File: config.mk
export PLATFORM = sky130hd
export DESIGN_NAME = seq_gen
export DESIGN_NICKNAME = d
export VERILOG_FILES = /design/src/rtl/seq_gen_pkg.sv /design/src/rtl/seq_gen_piso_shift.sv /design/src/rtl/seq_gen.sv
export SDC_FILE = /design/constraint.sdc
export NUM_CORES = 1
export LEC_CHECK = 0
export ABC_AREA = 1
export CORE_MARGIN = 5
export CORE_UTILIZATION = 30
export CTS_CLUSTER_SIZE = 14
export DETAILED_ROUTE_END_ITERATION = 12
export GPL_ROUTABILITY_DRIVEN = 0
export SYNTH_ARGS = -nofsm -noshare
export SYNTH_HDL_FRONTEND = slang
export SYNTH_SLANG_ARGS = --single-unit
File: constraint.sdc
create_clock -name clk -period 1.6 [get_ports clk]
set_clock_uncertainty 0.1 [all_clocks]
set_input_delay 0.16 -clock clk [delete_from_list [all_inputs] [get_ports clk]]
set_output_delay 0.16 -clock clk [all_outputs]
set_load 0.01 [all_outputs]
File: src/rtl/seq_gen_pkg.sv
// Shared definitions for the serial pattern transmitter: FSM states,
// default geometry and the canonical detector pattern.
package seq_gen_pkg;

  typedef enum logic [1:0] {
    IDLE = 2'd0,
    SEND = 2'd1,
    GAP  = 2'd2,
    DONE = 2'd3
  } state_t;

  localparam int unsigned DEF_WIDTH = 4;
  localparam int unsigned DEF_CNT_W = 8;
  localparam int unsigned DEF_GAP_W = 4;

  localparam logic [3:0] PAT_1011 = 4'b1011;

endpackage

File: src/rtl/seq_gen_piso_shift.sv
// WIDTH-bit parallel-load, MSB-first shift register; zeros shift in from the
// bottom so the output settles to 0 once a frame has been fully shifted out.
module piso_shift #(
  parameter int unsigned WIDTH = 4
) (
  input  logic             clk,
  input  logic             rst,
  input  logic             load,
  input  logic             shift,
  input  logic [WIDTH-1:0] din,
  output logic             sout
);

  logic [WIDTH-1:0] sr;

  always_ff @(posedge clk) begin
    if (!rst) begin
      sr <= '0;
    end else if (load) begin
      sr <= din;
    end else if (shift) begin
      sr <= {sr[WIDTH-2:0], 1'b0};
    end
  end

  assign sout = sr[WIDTH-1];

endmodule

File: src/rtl/seq_gen.sv
// Serial pattern transmitter: sends a latched WIDTH-bit pattern MSB-first,
// repeated count times with gap zero cycles between frames.
module seq_gen
  import seq_gen_pkg::*;
#(
  parameter int unsigned WIDTH = DEF_WIDTH,
  parameter int unsigned CNT_W = DEF_CNT_W,
  parameter int unsigned GAP_W = DEF_GAP_W
) (
  input  logic             clk,
  input  logic             rst,
  input  logic             start,
  input  logic [WIDTH-1:0] pattern,
  input  logic [CNT_W-1:0] count,
  input  logic [GAP_W-1:0] gap,
  output logic             signal,
  output logic             busy,
  output logic             frame_end,
  output logic             done
);

  localparam int unsigned IDX_W = $clog2(WIDTH);
  localparam logic [IDX_W-1:0] IDX_TOP = IDX_W'(WIDTH - 1);

  state_t           state;
  logic [IDX_W-1:0] bit_idx;
  logic [CNT_W-1:0] frames_left;
  logic [GAP_W-1:0] gap_cnt;
  logic [GAP_W-1:0] gap_q;
  logic [WIDTH-1:0] pat_q;

  logic             accept;
  logic             sr_load;
  logic             sr_shift;
  logic [WIDTH-1:0] sr_din;

  assign accept = start && (count != '0) && (state == IDLE || state == DONE);

  // The shift register itself is the registered serial output: the final
  // shift of each frame leaves it all-zero for GAP/DONE/IDLE.
  always_comb begin
    sr_load  = 1'b0;
    sr_shift = 1'b0;
    sr_din   = pat_q;
    unique case (state)
      IDLE, DONE: begin
        if (accept) begin
          sr_load = 1'b1;
          sr_din  = pattern;
        end
      end
      SEND: begin
        if (bit_idx == '0 && frames_left > CNT_W'(1) && gap_q == '0) begin
          sr_load = 1'b1;
        end else begin
          sr_shift = 1'b1;
        end
      end
      GAP: begin
        sr_load = (gap_cnt == GAP_W'(1));
      end
    endcase
  end

  piso_shift #(.WIDTH(WIDTH)) u_piso (
    .clk   (clk),
    .rst   (rst),
    .load  (sr_load),
    .shift (sr_shift),
    .din   (sr_din),
    .sout  (signal)
  );

  always_ff @(posedge clk) begin
    if (!rst) begin
      state       <= IDLE;
      busy        <= 1'b0;
      frame_end   <= 1'b0;
      done        <= 1'b0;
      bit_idx     <= '0;
      frames_left <= '0;
      gap_cnt     <= '0;
      gap_q       <= '0;
      pat_q       <= '0;
    end else begin
      frame_end <= 1'b0;
      done      <= 1'b0;
      unique case (state)
        IDLE, DONE: begin
          busy  <= 1'b0;
          state <= IDLE;
          if (accept) begin
            pat_q       <= pattern;
            gap_q       <= gap;
            frames_left <= count;
            bit_idx     <= IDX_TOP;
            busy        <= 1'b1;
            state       <= SEND;
          end
        end
        SEND: begin
          if (bit_idx != '0) begin
            bit_idx   <= bit_idx - IDX_W'(1);
            frame_end <= (bit_idx == IDX_W'(1));
          end else begin
            frames_left <= frames_left - CNT_W'(1);
            if (frames_left > CNT_W'(1)) begin
              if (gap_q == '0) begin
                bit_idx <= IDX_TOP;
              end else begin
                gap_cnt <= gap_q;
                state   <= GAP;
              end
            end else begin
              busy  <= 1'b0;
              done  <= 1'b1;
              state <= DONE;
            end
          end
        end
        GAP: begin
          if (gap_cnt == GAP_W'(1)) begin
            gap_cnt <= '0;
            bit_idx <= IDX_TOP;
            state   <= SEND;
          end else begin
            gap_cnt <= gap_cnt - GAP_W'(1);
          end
        end
      endcase
    end
  end

endmodule

==> results of run 1 <==
==> cells by family after synthesis <==
group                    after synthesis  share of synthesized area (%)
buffers and inverters                 58                          12.39
flip-flops                            31                          32.36
XOR/XNOR                               2                         0.9134
AO/OA/AOI/OAI                         56                          16.44
adder cells (fa/ha/maj)                9                          5.871
AND/OR/NAND/NOR                      120                          32.03
==> worst register-to-register path: cells and delay by family, from the launching register on <==
kind | cells | cell delay (ns)
flops | 1 | 0.36
fa+ha+maj | 1 | 0.29
compound gates | 1 | 0.11
simple gates | 5 | 0.39
buf+inv | 3 | 0.24
==> per-layer routing <==
layer | GRT usage [%] | vias to the layer above
li1 | - | 979
met1 | 15.68 | 802
met2 | 17.62 | 37
met3 | 2.838 | 10
met4 | 3.970 | 0
met5 | 0 | -
==> flip-flops by register name, summed over array words and instances, names as in the netlist <==
| register | cells |
|---|---|
| gap_q | 4 |
| frames_left | 8 |
| state | 2 |
| u_piso.sr | 4 |
| bit_idx | 2 |
| busy | 1 |
| gap_cnt | 4 |
| frame_end | 1 |
| pat_q | 4 |
| done | 1 |
==> cells in the mapped netlist (all sizes together), types with 2 or more instances <==
| master | instances | share of area (%) |
|---|---|---|
| nor2 | 33 | 8.4 |
| buf | 5 | 1.8 |
| clkbuf | 2 | 0.39 |
| ha | 9 | 5.9 |
| nand2 | 63 | 15 |
| nor3 | 5 | 1.3 |
| o22ai | 2 | 0.65 |
| dfxtp | 31 | 32 |
| inv | 51 | 10 |
| o21ai | 31 | 8.7 |
| nand4 | 2 | 0.65 |
| a21oi | 20 | 6.0 |
| nand3 | 15 | 5.6 |
==> metrics by stage <==
| step | instance area [um2] | setup TNS [ns] | util, % | setup WS, ns |
|---|---|---|---|---|
| floorplan | 1918 | 0 | - | 0.05449 |
| detailed placement | 2374 | -1.507 | 37.81 | -0.1241 |
| finish | 2726 | 0 | 43.43 | 0.02101 |
| global route | 2726 | -0.3203 | 43.43 | -0.04834 |
| global placement | 2374 | -1.093 | 37.81 | -0.09173 |
| CTS | 2499 | -0.02986 | 39.80 | -0.008981 |
==> placed cells by master (no fill, tap or decap), types with 6 or more instances in the layout <==
cell type        instances
a21oi_1                 16
buf_4                   28
clkbuf_8                 6
clkdlybuf4s50_1         22
dfxtp_1                 27
inv_1                   36
inv_2                   13
nand2_1                 45
nand2_2                 13
nand3_1                  8
nand3_2                  6
nor2_1                  19
nor2_2                   8
nor2_4                   6
o21ai_0                 16
o21ai_1                  8
o21ai_2                  7
==> layout make-up <==
class                      instances  area, um2
inverter                          51      201.4
timing repair inverter             1      6.256
fill                             629       3551
timing repair buffer              52      452.9
clock buffer                       6      82.58
clock inverter                     2      35.03
multi-input combinational        188       1224
sequential                        31      628.1
tap                               77      96.34
==> timing repair <==
item                       4_1_cts  5_1_grt
pin swaps                        2       17
setup endpoints to repair       22       25
buffers inserted                 0        6
cloned                           0        2
resized for setup                7       51
==> power by group through the flow <==
stage | Clock, mW | Sequential (mW) | Combinational [mW]
2_1_floorplan | 0 | 1.17 | 1.78
3_3_place_gp | 0 | 1.18 | 2.42
3_5_place_dp | 0 | 1.19 | 2.42
4_1_cts | 0.836 | 1.18 | 2.45
5_1_grt | 0.869 | 1.24 | 3.32
6_report | 0.826 | 1.20 | 2.97
==> worst paths after layout <==
path | start | endpoint | cells past startpoint
min reg2reg | gap_q[1] | gap_q[1] | 2
min | gap_q[1] | gap_q[1] | 2
max reg2reg | state[1] | u_piso.sr[3] | 10
max | state[1] | u_piso.sr[3] | 10
==> qor_table.md, run 1 <==
| Stage | Metric | Value |
|---|---|---|
| synthesis | Number of warning messages in the yosys log | 0 |
| placement | Placed cell count | 392 |
| critical path | Arrival time at the worst endpoint | 1.67 ns |
| sta | Tmin final | 1.579 ns |
| layout | Final instance count without filler cells | 408 |
| synthesis | Flip-flop and latch count after synthesis | 31 |
| cts | Number of buffers added by the clock tree synthesis step | 5 |
| critical path | Cell Chain, Critical Path | buf_6, ha_4, o21bai_1, inv_1, nand2_4, nand2_4, nand2_1, inv_1, nor2_1, nor2_1 |
| sta | Number of slew-limit violations in the final report | 0 |
| detailed routing | Routed WL per cell | 11.66 um |
| global route | First-pass GRT wire length | 7.859 mm |
| die | Core region area | 6277 um2 |
| critical path | WP data required | 1.69 ns |
| critical path | Gate family responsible for the most delay along the worst path | simple AND/OR/NAND/NOR gates |
| synthesis | Top flip-flop cell by instance count after synthesis | dfxtp_1 |
| run | Max-cap violation count | 0 |
| detailed routing | Routed wl met3 | 200 um |
| global route | Via count of the first global-routing pass | 1707 |
| global route | Antenna violations before repair | 0 |
| layout | Net count reported at finish | 358 |
| die | Die boundary width | 89.96 um |
| detailed routing | Via Count | 1828 |
| synthesis | Total standard cell area after synthesis | 1918 um2 |
| placement | HPWL after DPL | 3.379 mm |
| cts | Number of H-tree levels | 2 |
| sta | Worst Tran Pin Value | 0.2396 ns |
| cts | Hold-fix buffer count after cts | 0 |
| cts | Root buf cell | clkbuf_8 |
| sta | Fmax | 633.3 MHz |
| detailed routing | Iter 0 DRT Violations | 87 |
| pwr | Relative contribution of sequential cells to total power | 24.1% |
| sta | Final critical-path share of the clock period | 98.69% |
| detailed routing | Metal2 WL | 2.215 mm |
| detailed routing | Uppermost metal layer occupied by signal nets | met4 |
| synthesis | Post-synthesis average cell area | 6.950 um2 |
| critical path | Slowest stage cell, crit path | dfxtp_4 |
| placement | Count of buffers from port buffering | 22 |
| detailed routing | Drt via density | 4.480 |
| sta | Worst slew margin | 83.98% |
| worst hold path | HP Class | flip-flop to flip-flop |
| die | Number of primary I/O pins | 23 |
| die | Vert. Die Dim | 89.96 um |
| global route | Global-route usage over all layers | 11.49% |
| layout | Final antenna diode count | 0 |
| critical path | Sum of buffers and inverters on the critical path | 3 |
| critical path | Startpoint-to-endpoint class of the critical path | flip-flop to flip-flop |
| sta | Finish-stage setup viols | 0 |
| cts | Worst-path clk slew | 0.07 ns |
| detailed routing | Total wire length | 4.756 mm |
| pwr | Clock share of power | 16.5% |
| critical path | Launching element type of the critical path | flip-flop |
| synthesis | Syn Nets | 304 |
| cts | CTS sink cnt | 31 |
| pwr | Largest vdd supply drop | 0.7303 mV |
| layout | Share of layout cells above drive strength 1 | 35.05% |
| layout | Area growth from synthesis to layout | 42.14% |
| die | Starting utilization of the core area | 30.56% |
| cts | Worst skew pair latency | 0.29 ns |
| critical path | Critical path capture point type | flip-flop |
| sta | Final-layout worst hold slack | 0.3744 ns |
| pwr | Overall power | 4.994 mW |
| synthesis | Count of flip-flops with a built-in enable after synthesis | 0 |
| die | Die Outline Area | 8093 um2 |
| cts | Buffer depth of the longest clock path | 2 |
| critical path | Flop-to-flop setup slack | 0.02 ns |
| pwr | Net switching component of the power | 2.189 mW |
| synthesis | Share of async-settable or async-resettable flops after synthesis | 0% |
| global route | Total overflow reported by the global router | 0 |
| sta | Setup repair after global routing missed its margin | yes |
| critical path | Max FO, Critical Path | 5 |
| detailed routing | Antenna-violating nets left | 0 |
| cts | Clock tree from TritonCTS | done |
| detailed routing | Total DRC errors in the routed layout | 0 |
| pwr | Power share of the combinational group | 59.4% |
| status | Run status | completed |
| critical path | Delay of the slowest cell on the worst path | 0.36 ns |
| synthesis | Synth cell types | 33 |
| pwr | Internal power | 2.805 mW |
| pwr | Share of total power consumed by net switching | 43.83% |
| global route | Maximum number of pins on one net before global-route repair | 13 |
| sta | Fin. Hold Viols | 0 |
| pwr | Leak pwr | 1.219 nW |
| detailed routing | Initial DRT Pass Iterations | 5 |
| detailed routing | Wire length on met1 | 2.253 mm |
| pwr | Power density over cell area | 1832 nW/um2 |
| synthesis | Post-Synthesis Cells | 276 |
| die | Standard-cell row count | 29 |
| synthesis | Share of synthesized area occupied by flip-flops and latches | 32.35% |
Note: power is estimated with default switching activity, not from simulation.
==> run 2: changes to the inputs <==
HOLD_SLACK_MARGIN = 0.1   (was default)
==> results of run 2 <==
The final DEF is identical to that of run 1; final timing and power are the same.
==> run 3: changes to the inputs <==
--- a/config.mk
+++ b/config.mk
@@ -8,2 +8,3 @@
 export ABC_AREA = 1
+export CORE_ASPECT_RATIO = 1.5
 export CORE_MARGIN = 5
--- a/constraint.sdc
+++ b/constraint.sdc
@@ -4,2 +4,2 @@
 set_output_delay 0.16 -clock clk [all_outputs]
-set_load 0.01 [all_outputs]
+set_load 0.02 [all_outputs]
==> qor_table.md, run 3 (synthesis gave the netlist of run 1 again) <==
| Stage | Metric | Value | vs previous |
|---|---|---|---|
| critical path | Critical R2R Launch | frames_left[0] |  |
| cts | Clock tree from TritonCTS | done |  |
| sta | Final-layout worst hold slack | 0.3735 ns | -0.0008610 ns |
| critical path | Max FO, Critical Path | 6 | +1 |
| layout | Final antenna diode count | 0 | unchanged |
| layout | Post-route standard cell area excluding fillers | 2670 um2 | -2.1% |
| pwr | Overall power | 4.721 mW | -5.5% |
| cts | CTS sink cnt | 31 | unchanged |
| layout | Max reg flops | 8 | unchanged |
| cts | Hold-fix buffer count after cts | 0 | unchanged |
| sta | Setup repair after global routing missed its margin | yes |  |
| detailed routing | Initial DRT Pass Iterations | 4 | -1 |
| sta | Finish-stage setup viols | 0 | unchanged |
| sta | Final critical-path share of the clock period | 97.01% | -1.7 points |
| layout | Register ranked first by flip-flop count | frames_left |  |
| global route | Via count of the first global-routing pass | 1750 | +2.5% |
| die | Die boundary width | 75.29 um | -16% |
| placement | HPWL after DPL | 3.487 mm | +3.2% |
| sta | Fmax | 644.3 MHz | +1.7% |
| placement | Placed inst area | 2377 um2 | +0.16% |
| global route | Antenna violations before repair | 0 | unchanged |
| critical path | Startpoint-to-endpoint class of the critical path | flip-flop to flip-flop |  |
| placement | Post-placement worst setup slack | -0.1300 ns | -0.005813 ns |
| pwr | Power density over cell area | 1768 nW/um2 | -3.5% |
| pwr | Leak pwr | 1.191 nW | -2.3% |
| cts | Root buf cell | clkbuf_8 |  |
| pwr | Largest vdd supply drop | 0.7297 mV | about the same |
| die | Vert. Die Dim | 107.9 um | +20% |
| cts | Worst-path clk slew | 0.07 ns | about the same |
| layout | Net count reported at finish | 357 | -0.28% |
| detailed routing | Total DRC errors in the routed layout | 0 | unchanged |
| critical path | Launching element type of the critical path | flip-flop |  |
| layout | Most frequent standard cell in the layout excluding fill and tap cells | nand2_1 |  |
| cts | Worst skew pair latency | 0.29 ns | about the same |
| critical path | FF-to-FF End | u_piso.sr[2] |  |
| global route | Maximum number of pins on one net before global-route repair | 19 | +6 |
| detailed routing | Total wire length | 4.754 mm | about the same |
| cts | Number of H-tree levels | 2 | unchanged |
| cts | Number of buffers added by the clock tree synthesis step | 5 | unchanged |
| layout | Leading cell types in the layout, fill and taps excluded | nand2_1 (45), inv_1 (38), dfxtp_1 (28), buf_4 (28), clkdlybuf4s50_1 (22) |  |
| cts | Buffer depth of the longest clock path | 2 | unchanged |
| placement | Count of buffers from port buffering | 22 | unchanged |
| die | Number of primary I/O pins | 23 | unchanged |
| worst hold path | HP Class | flip-flop to flip-flop |  |
| detailed routing | Antenna-violating nets left | 0 | unchanged |
| die | Die Outline Area | 8126 um2 | +0.40% |
| critical path | Critical path capture point type | flip-flop |  |
| status | Run status | completed |  |
| critical path | Arrival time at the worst endpoint | 1.64 ns | -0.03 ns |
| sta | Worst slew margin | 84.32% | +0.34 points |
| detailed routing | Routed WL per cell | 11.80 um | +1.2% |
| die | Starting utilization of the core area | 31.06% | +0.51 points |
| sta | Fin. Hold Viols | 0 | unchanged |
| run | Max-cap violation count | 0 | unchanged |
| critical path | WP data required | 1.69 ns | about the same |
| layout | Area growth from synthesis to layout | 39.20% |  |
| critical path | Flop-to-flop setup slack | 0.05 ns | +0.03 ns |
| global route | Total overflow reported by the global router | 0 | unchanged |
| sta | Worst Tran Pin Value | 0.2328 ns | -0.006803 ns |
| sta | Setup slack after layout | 0.04786 ns | +0.02686 ns |
| layout | Share of layout cells above drive strength 1 | 32.52% | -2.5 points |
| global route | Global-route usage over all layers | 12.13% | +0.63 points |
| die | Core region area | 6175 um2 | -1.6% |
| detailed routing | Drt via density | 4.561 | +1.8% |
| critical path | R2r worst-path depth | 12 | +2 |
| worst hold path | Hold endpoint | busy |  |
| layout | # fillers | 607 | -3.5% |
| global route | First-pass GRT wire length | 7.486 mm | -4.7% |
| sta | Tmin final | 1.552 ns | -0.02686 ns |
| worst hold path | Hold path cells | 2 | unchanged |
| sta | Setup TNS | 0 ns | unchanged |
| detailed routing | Via Count | 1838 | +0.55% |
| worst hold path | Min-delay src | busy |  |
| detailed routing | Iter 0 DRT Violations | 92 | +5.7% |
| die | Standard-cell row count | 35 | +21% |
| sta | Number of slew-limit violations in the final report | 0 | unchanged |
-- run 3: changes by cell type in the layout (fill, tap and decap cells not counted), moves of 2 or more --
cell     before  now
nor2_2        8    6
nand3_4       1    3
inv_1        36   38
nand2_8       2    0
o21ai_2       7    4
inv_2        13   10
o21ai_1       8   10
nand3_2       6    3
nor2_1       19   21
nand2_4       4    6
-- run 3: report_power, final --
part           internal [mW]  leakage [nW]  switching, mW
logic                   1.19         0.887           1.67
registers               1.03         0.257          0.173
clock network          0.337        0.0470          0.313
-- run 3: area by class of cell --
| class | count | area (um2) | share of cell area [%] |
|---|---|---|---|
| repair inverters | 1 | 5.005 | 0.1874 |
| clock buffers | 6 | 82.58 | 3.093 |
| inverters | 51 | 201.4 | 7.545 |
| clock inverters | 1 | 5.005 | 0.1874 |
| multi-input cells | 188 | 1215 | 45.50 |
| flip-flops and latches | 31 | 626.9 | 23.48 |
| repair buffers | 51 | 441.7 | 16.54 |
| well taps | 74 | 92.59 | 3.468 |
-- run 3: worst max path at each step --
| stage | start | endpoint | slack, ns | cells past startpoint |
|---|---|---|---|---|
| 2_1_floorplan | frames_left[0] | u_piso.sr[2] | 0.05 | 12 |
| 3_3_place_gp | count[1] | u_piso.sr[3] | -0.14 | 10 |
| 3_5_place_dp | count[1] | frames_left[4] | -0.13 | 10 |
| 4_1_cts | state[0] | frames_left[5] | 0.0006 | 8 |
| 6_report | frames_left[0] | u_piso.sr[2] | 0.05 | 12 |
| 5_1_grt | state[1] | state[1] | -0.06 | 8 |
-- run 3: timing repair --
item,4_1_cts,5_1_grt
gates cloned,1,1
setup endpoints to repair,20,21
buffers inserted,3,2
pin swaps,6,13
gates resized for setup,13,37
-- run 3: layer usage --
layer | up-vias | routed length, um | global-route usage [%]
li1 | 978 | - | -
met1 | 829 | 1832 | 12.13
met2 | 23 | 2669 | 22.44
met3 | 8 | 120 | 2.605
met4 | 0 | 131 | 6.250
met5 | - | 0 | 0
-- run 3: worst max-delay path, stage by stage (launching register included) --
cell	delay (ns)
dfxtp_2	0.36
inv_2	0.06
ha_4	0.16
nor2_4	0.12
nor2_4	0.05
nand2_4	0.12
nand3_4	0.08
nand2_4	0.09
nand2_4	0.08
nand2_2	0.07
inv_1	0.04
nor2_1	0.08
nor2_1	0.04
-- run 3: through the flow --
step                util, %  std cells
floorplan                 -        276
CTS                   40.95        401
finish                43.24        403
global route          43.24        403
detailed placement    38.50        390
global placement      38.50        390
==> patch 1: new RTL, settings of run 1 <==
Make the reset (`rst`) asynchronous in 2 clocked blocks.
--- a/src/rtl/seq_gen_piso_shift.sv
+++ b/src/rtl/seq_gen_piso_shift.sv
@@ -14,5 +14,5 @@
   logic [WIDTH-1:0] sr;
 
-  always_ff @(posedge clk) begin
+  always_ff @(posedge clk or negedge rst) begin
     if (!rst) begin
       sr <= '0;
--- a/src/rtl/seq_gen.sv
+++ b/src/rtl/seq_gen.sv
@@ -72,5 +72,5 @@
   );
 
-  always_ff @(posedge clk) begin
+  always_ff @(posedge clk or negedge rst) begin
     if (!rst) begin
       state       <= IDLE;
Function: differs if rst is asserted again (counterexample within 4 cycles, from zero or initial values and one cycle with rst low); with rst held inactive, the same outputs for 10 cycles.
==> patch 1 against run 1 <==
- the run now ends with setup timing left
- sequential cell count unchanged
- setup slack got worse by 41 ps
- cell count fell by 7.6%
- final area fell by 2.8%
- wire length down 7.7%
- synthesized area down 0.52%
- critical path type unchanged
- critical endpoint is now u_piso.sr[1]
Power is not compared: it rests on default switching activity, and its combinational part moved more than twofold at a synthesized area within 25%.
==> patch 1: results <==
metrics = {
    "critical_path": {
        "max_stage_delay_ps": 420,
        "critPathSlowestCell": "dfrtp_1",
        "path_max_fanout": 8,
        "arrival_ps": 1690,
        "rr_worst_depth": 8,
    },
    "detailed_routing": {
        "vias_per_cell": 4.63,
        "drtIter0Drc": 42,
        "wl_um": 4390,
    },
    "sta": {
        "fin_setup_tns_ps": -49.0,
        "timing.final.ws_setup_ps": -20.1,
        "worst_pin_slew_ps": 418,
        "setup_viol": 3,
    },
    "cts": {
        "cts.repair.resized": 12,
        "cts_setup_buffers": 1,
    },
    "synth": {
        "synth-adder-area-share": 0.0525,
        "synth_nets": 273,
        "synth_xor_area_frac": 0.00918,
        "synth-compound-area-share": 0.119,
        "ys_seq_area_frac": 0.407,
        "synth_top_flop_cell": "dfrtp_1",
        "ys_types": 32,
        "ys_top_cells_by_count": "60 x nand2_1, 32 x inv_1, 31 x dfrtp_1, 22 x o21ai_0, 17 x nor2_1",
    },
    "cells_and_area": {
        "drive_gt1_frac": 0.287,
        "fin_nets": 326,
    },
    "min_path": {
        "min_path_type": "primary input to asynchronous set/reset pin",
    },
    "grt": {
        "grt.total_usage": 0.112,
        "grt_pass1_wl_um": 7710,
        "grt_pass1_vias": 1697,
        "grt_max_degree": 32,
    },
    "outcome": {
        "outcome": "finished with violations",
        "violations": "setup timing",
    },
    "placement": {
        "hpwl_um": 3080,
    },
}
[patch 1: changes by cell type in the layout (fill, tap and decap cells not counted), sizes merged, moves of 2 or more]
cell and delta:
nor2 -13, a21oi -18, dfrtp +31, nand2 +9, o22ai +2, inv -12, o21ai -2, buf -3
dfxtp -31, nand3 +7, nor3 -2
[patch 1: per-stage QoR]
step | worst slack (ps) | std cells
floorplan | 6.15 | 246
global placement | -95.9 | 363
detailed placement | -131 | 363
CTS | 7.51 | 373
global route | -116 | 377
finish | -20.1 | 377
[patch 1: power by group through the flow]
stage / Clock, mW / Sequential [mW] / Combinational, mW
after floorplan: 0 / 0.803 / 0.0193
after global routing: 0.859 / 0.789 / 0.114
after CTS: 0.828 / 0.789 / 0.104
after global placement: 0 / 0.804 / 0.102
final: 0.806 / 0.790 / 0.103
after detailed placement: 0 / 0.804 / 0.102
[patch 1: cell type report]
class                      instances  area (um2)
clock buffer                       6        82.6
clock inverter                     2        35.0
fill                             613        3630
inverter                          40         160
multi-input combinational        172        1070
sequential                        31         776
tap                               77        96.3
timing repair buffer              49         427
[patch 1: routing by layer]
layer | GRT usage | up-vias | routed length [um]
met3 | 0.0184 | 7 | 118
met4 | 0.0365 | 0 | 57
li1 | - | 894 | -
met1 | 0.148 | 816 | 1990
met5 | 0 | - | 0
met2 | 0.184 | 30 | 2220
[patch 1: final timing paths]
| kind | from | end | slack (ps) |
|---|---|---|---|
| worst max-delay path | state[0] | u_piso.sr[1] | -20 |
| worst min-delay path | rst | frames_left[1] | 170 |
| worst max register to register | state[0] | u_piso.sr[1] | -20 |
| worst min register to register | pat_q[0] | pat_q[0] | 380 |
| max in group asynchronous | rst | gap_cnt[0] | 920 |
| min in group clk | pattern[0] | pat_q[0] | 340 |
==> patch 2: new RTL, flow settings as in run 1 <==
Without the edit above. `DEF_WIDTH`: 4 -> 2.
--- a/src/rtl/seq_gen_pkg.sv
+++ b/src/rtl/seq_gen_pkg.sv
@@ -10,5 +10,5 @@
   } state_t;
 
-  localparam int unsigned DEF_WIDTH = 4;
+  localparam int unsigned DEF_WIDTH = 2;
   localparam int unsigned DEF_CNT_W = 8;
   localparam int unsigned DEF_GAP_W = 4;
Ports: changed (resized pattern); port bits go from 23 to 21. No check against the original RTL was run, so the function may have changed too.
==> patch 2 against run 1 <==
- total power is 22% lower
- synthesized area is 21% lower
- hold slack worse by 10 ps
- final area is 25% lower
- fmax is 3.0% higher
- clock power is 56% lower
- wire length is 26% lower
- setup slack better by 46 ps
- sequential cell count is 5 lower
- largest power group unchanged
- highest routed layer unchanged
==> patch 2: results <==
metrics = {
    "placement": {
        "post-place-cells": 308,
        "portBuffers": 20,
        "place_area_um2": 1890,
        "hpwl_um": 2670,
        "dpl_worst_slack_ps": -109,
    },
    "critical_path": {
        "max_stage_delay_ps": 390,
        "crit_path_end": "u_piso.sr[0]",
        "rr_worst_depth": 11,
        "path_max_fanout": 4,
        "worstReg2RegStart": "frames_left[0]",
        "arrival_ps": 1590,
    },
    "detailed_routing": {
        "drtIter0Drc": 99,
        "wl_met3_um": 131,
        "wl_met2_um": 1660,
        "vias_per_cell": 4.60,
        "wl_um": 3530,
        "first_pass_iters": 4,
    },
    "synth": {
        "ys_top_cells_by_count": "29 x nand2_1, 26 x dfxtp_1, 24 x inv_1, 20 x a21oi_1, 17 x o21ai_0",
        "synthTopCellsByArea": "dfxtp_1 34%, nand2_1 7.2%, a21oi_1 6.6%, inv_1 6.0%, o21ai_0 5.6%",
        "synth_nets": 232,
        "ys_seq_area_frac": 0.344,
    },
    "outcome": {
        "outcome": "finished, final reports clean",
    },
    "power_and_ir_drop": {
        "power_mw": 3.90,
        "powerClk_mw": 0.367,
        "powerComb_mw": 2.47,
        "switching_share": 0.455,
    },
    "cts": {
        "h-tree-depth": 1,
        "clk_pin_slew_ps": 90,
        "insertion_delay_ps": 260,
        "cts.repair.resized": 3,
    },
    "cells_and_area": {
        "multi_input_area_share": 0.456,
        "design.seq.count": 26,
        "nMultiInputCombCells": 146,
        "fin_nets": 270,
        "fillers": 517,
        "buffer_area_frac": 0.164,
        "nClkBuffers": 3,
        "ff_latch_area_um2": 527,
        "nNonClkBuffers": 38,
        "clock_area_frac": 0.0201,
    },
    "min_path": {
        "hold_start": "gap_cnt[2]",
        "min_to": "gap_cnt[2]",
    },
    "sta": {
        "max_freq_mhz": 652,
        "relSlewSlack": 0.782,
    },
    "grt": {
        "grtUsageMet1": 0.162,
        "grt_max_degree": 14,
        "grt.total_usage": 0.113,
        "grtUsageMet2": 0.167,
        "grt_pass1_wl_um": 5850,
        "grt_pass1_vias": 1331,
    },
}
-- patch 2: cell types whose count changed in the layout (fill, tap and decap cells not counted), sizes merged, moves of 3 or more --
| cell | run 1 | this run |
|---|---|---|
| nand2 | 64 | 38 |
| inv | 52 | 32 |
| buf | 30 | 18 |
| nor2 | 33 | 21 |
| dfxtp | 31 | 26 |
| nor3 | 5 | 1 |
| o21ai | 31 | 27 |
| clkbuf | 6 | 3 |
| ha | 9 | 6 |
| nand4 | 2 | 5 |
-- patch 2: logic make-up after synthesis --
| family | after synthesis | synth area share |
|---|---|---|
| AOI/OAI and AO/OA | 53 | 0.190 |
| xor gates and xnor gates | 4 | 0.0231 |
| DFF | 26 | 0.344 |
| buffers and inverters | 37 | 0.107 |
| adders and majority gates | 6 | 0.0496 |
| and+or+nand+nor | 81 | 0.274 |
| muxes | 2 | 0.0132 |
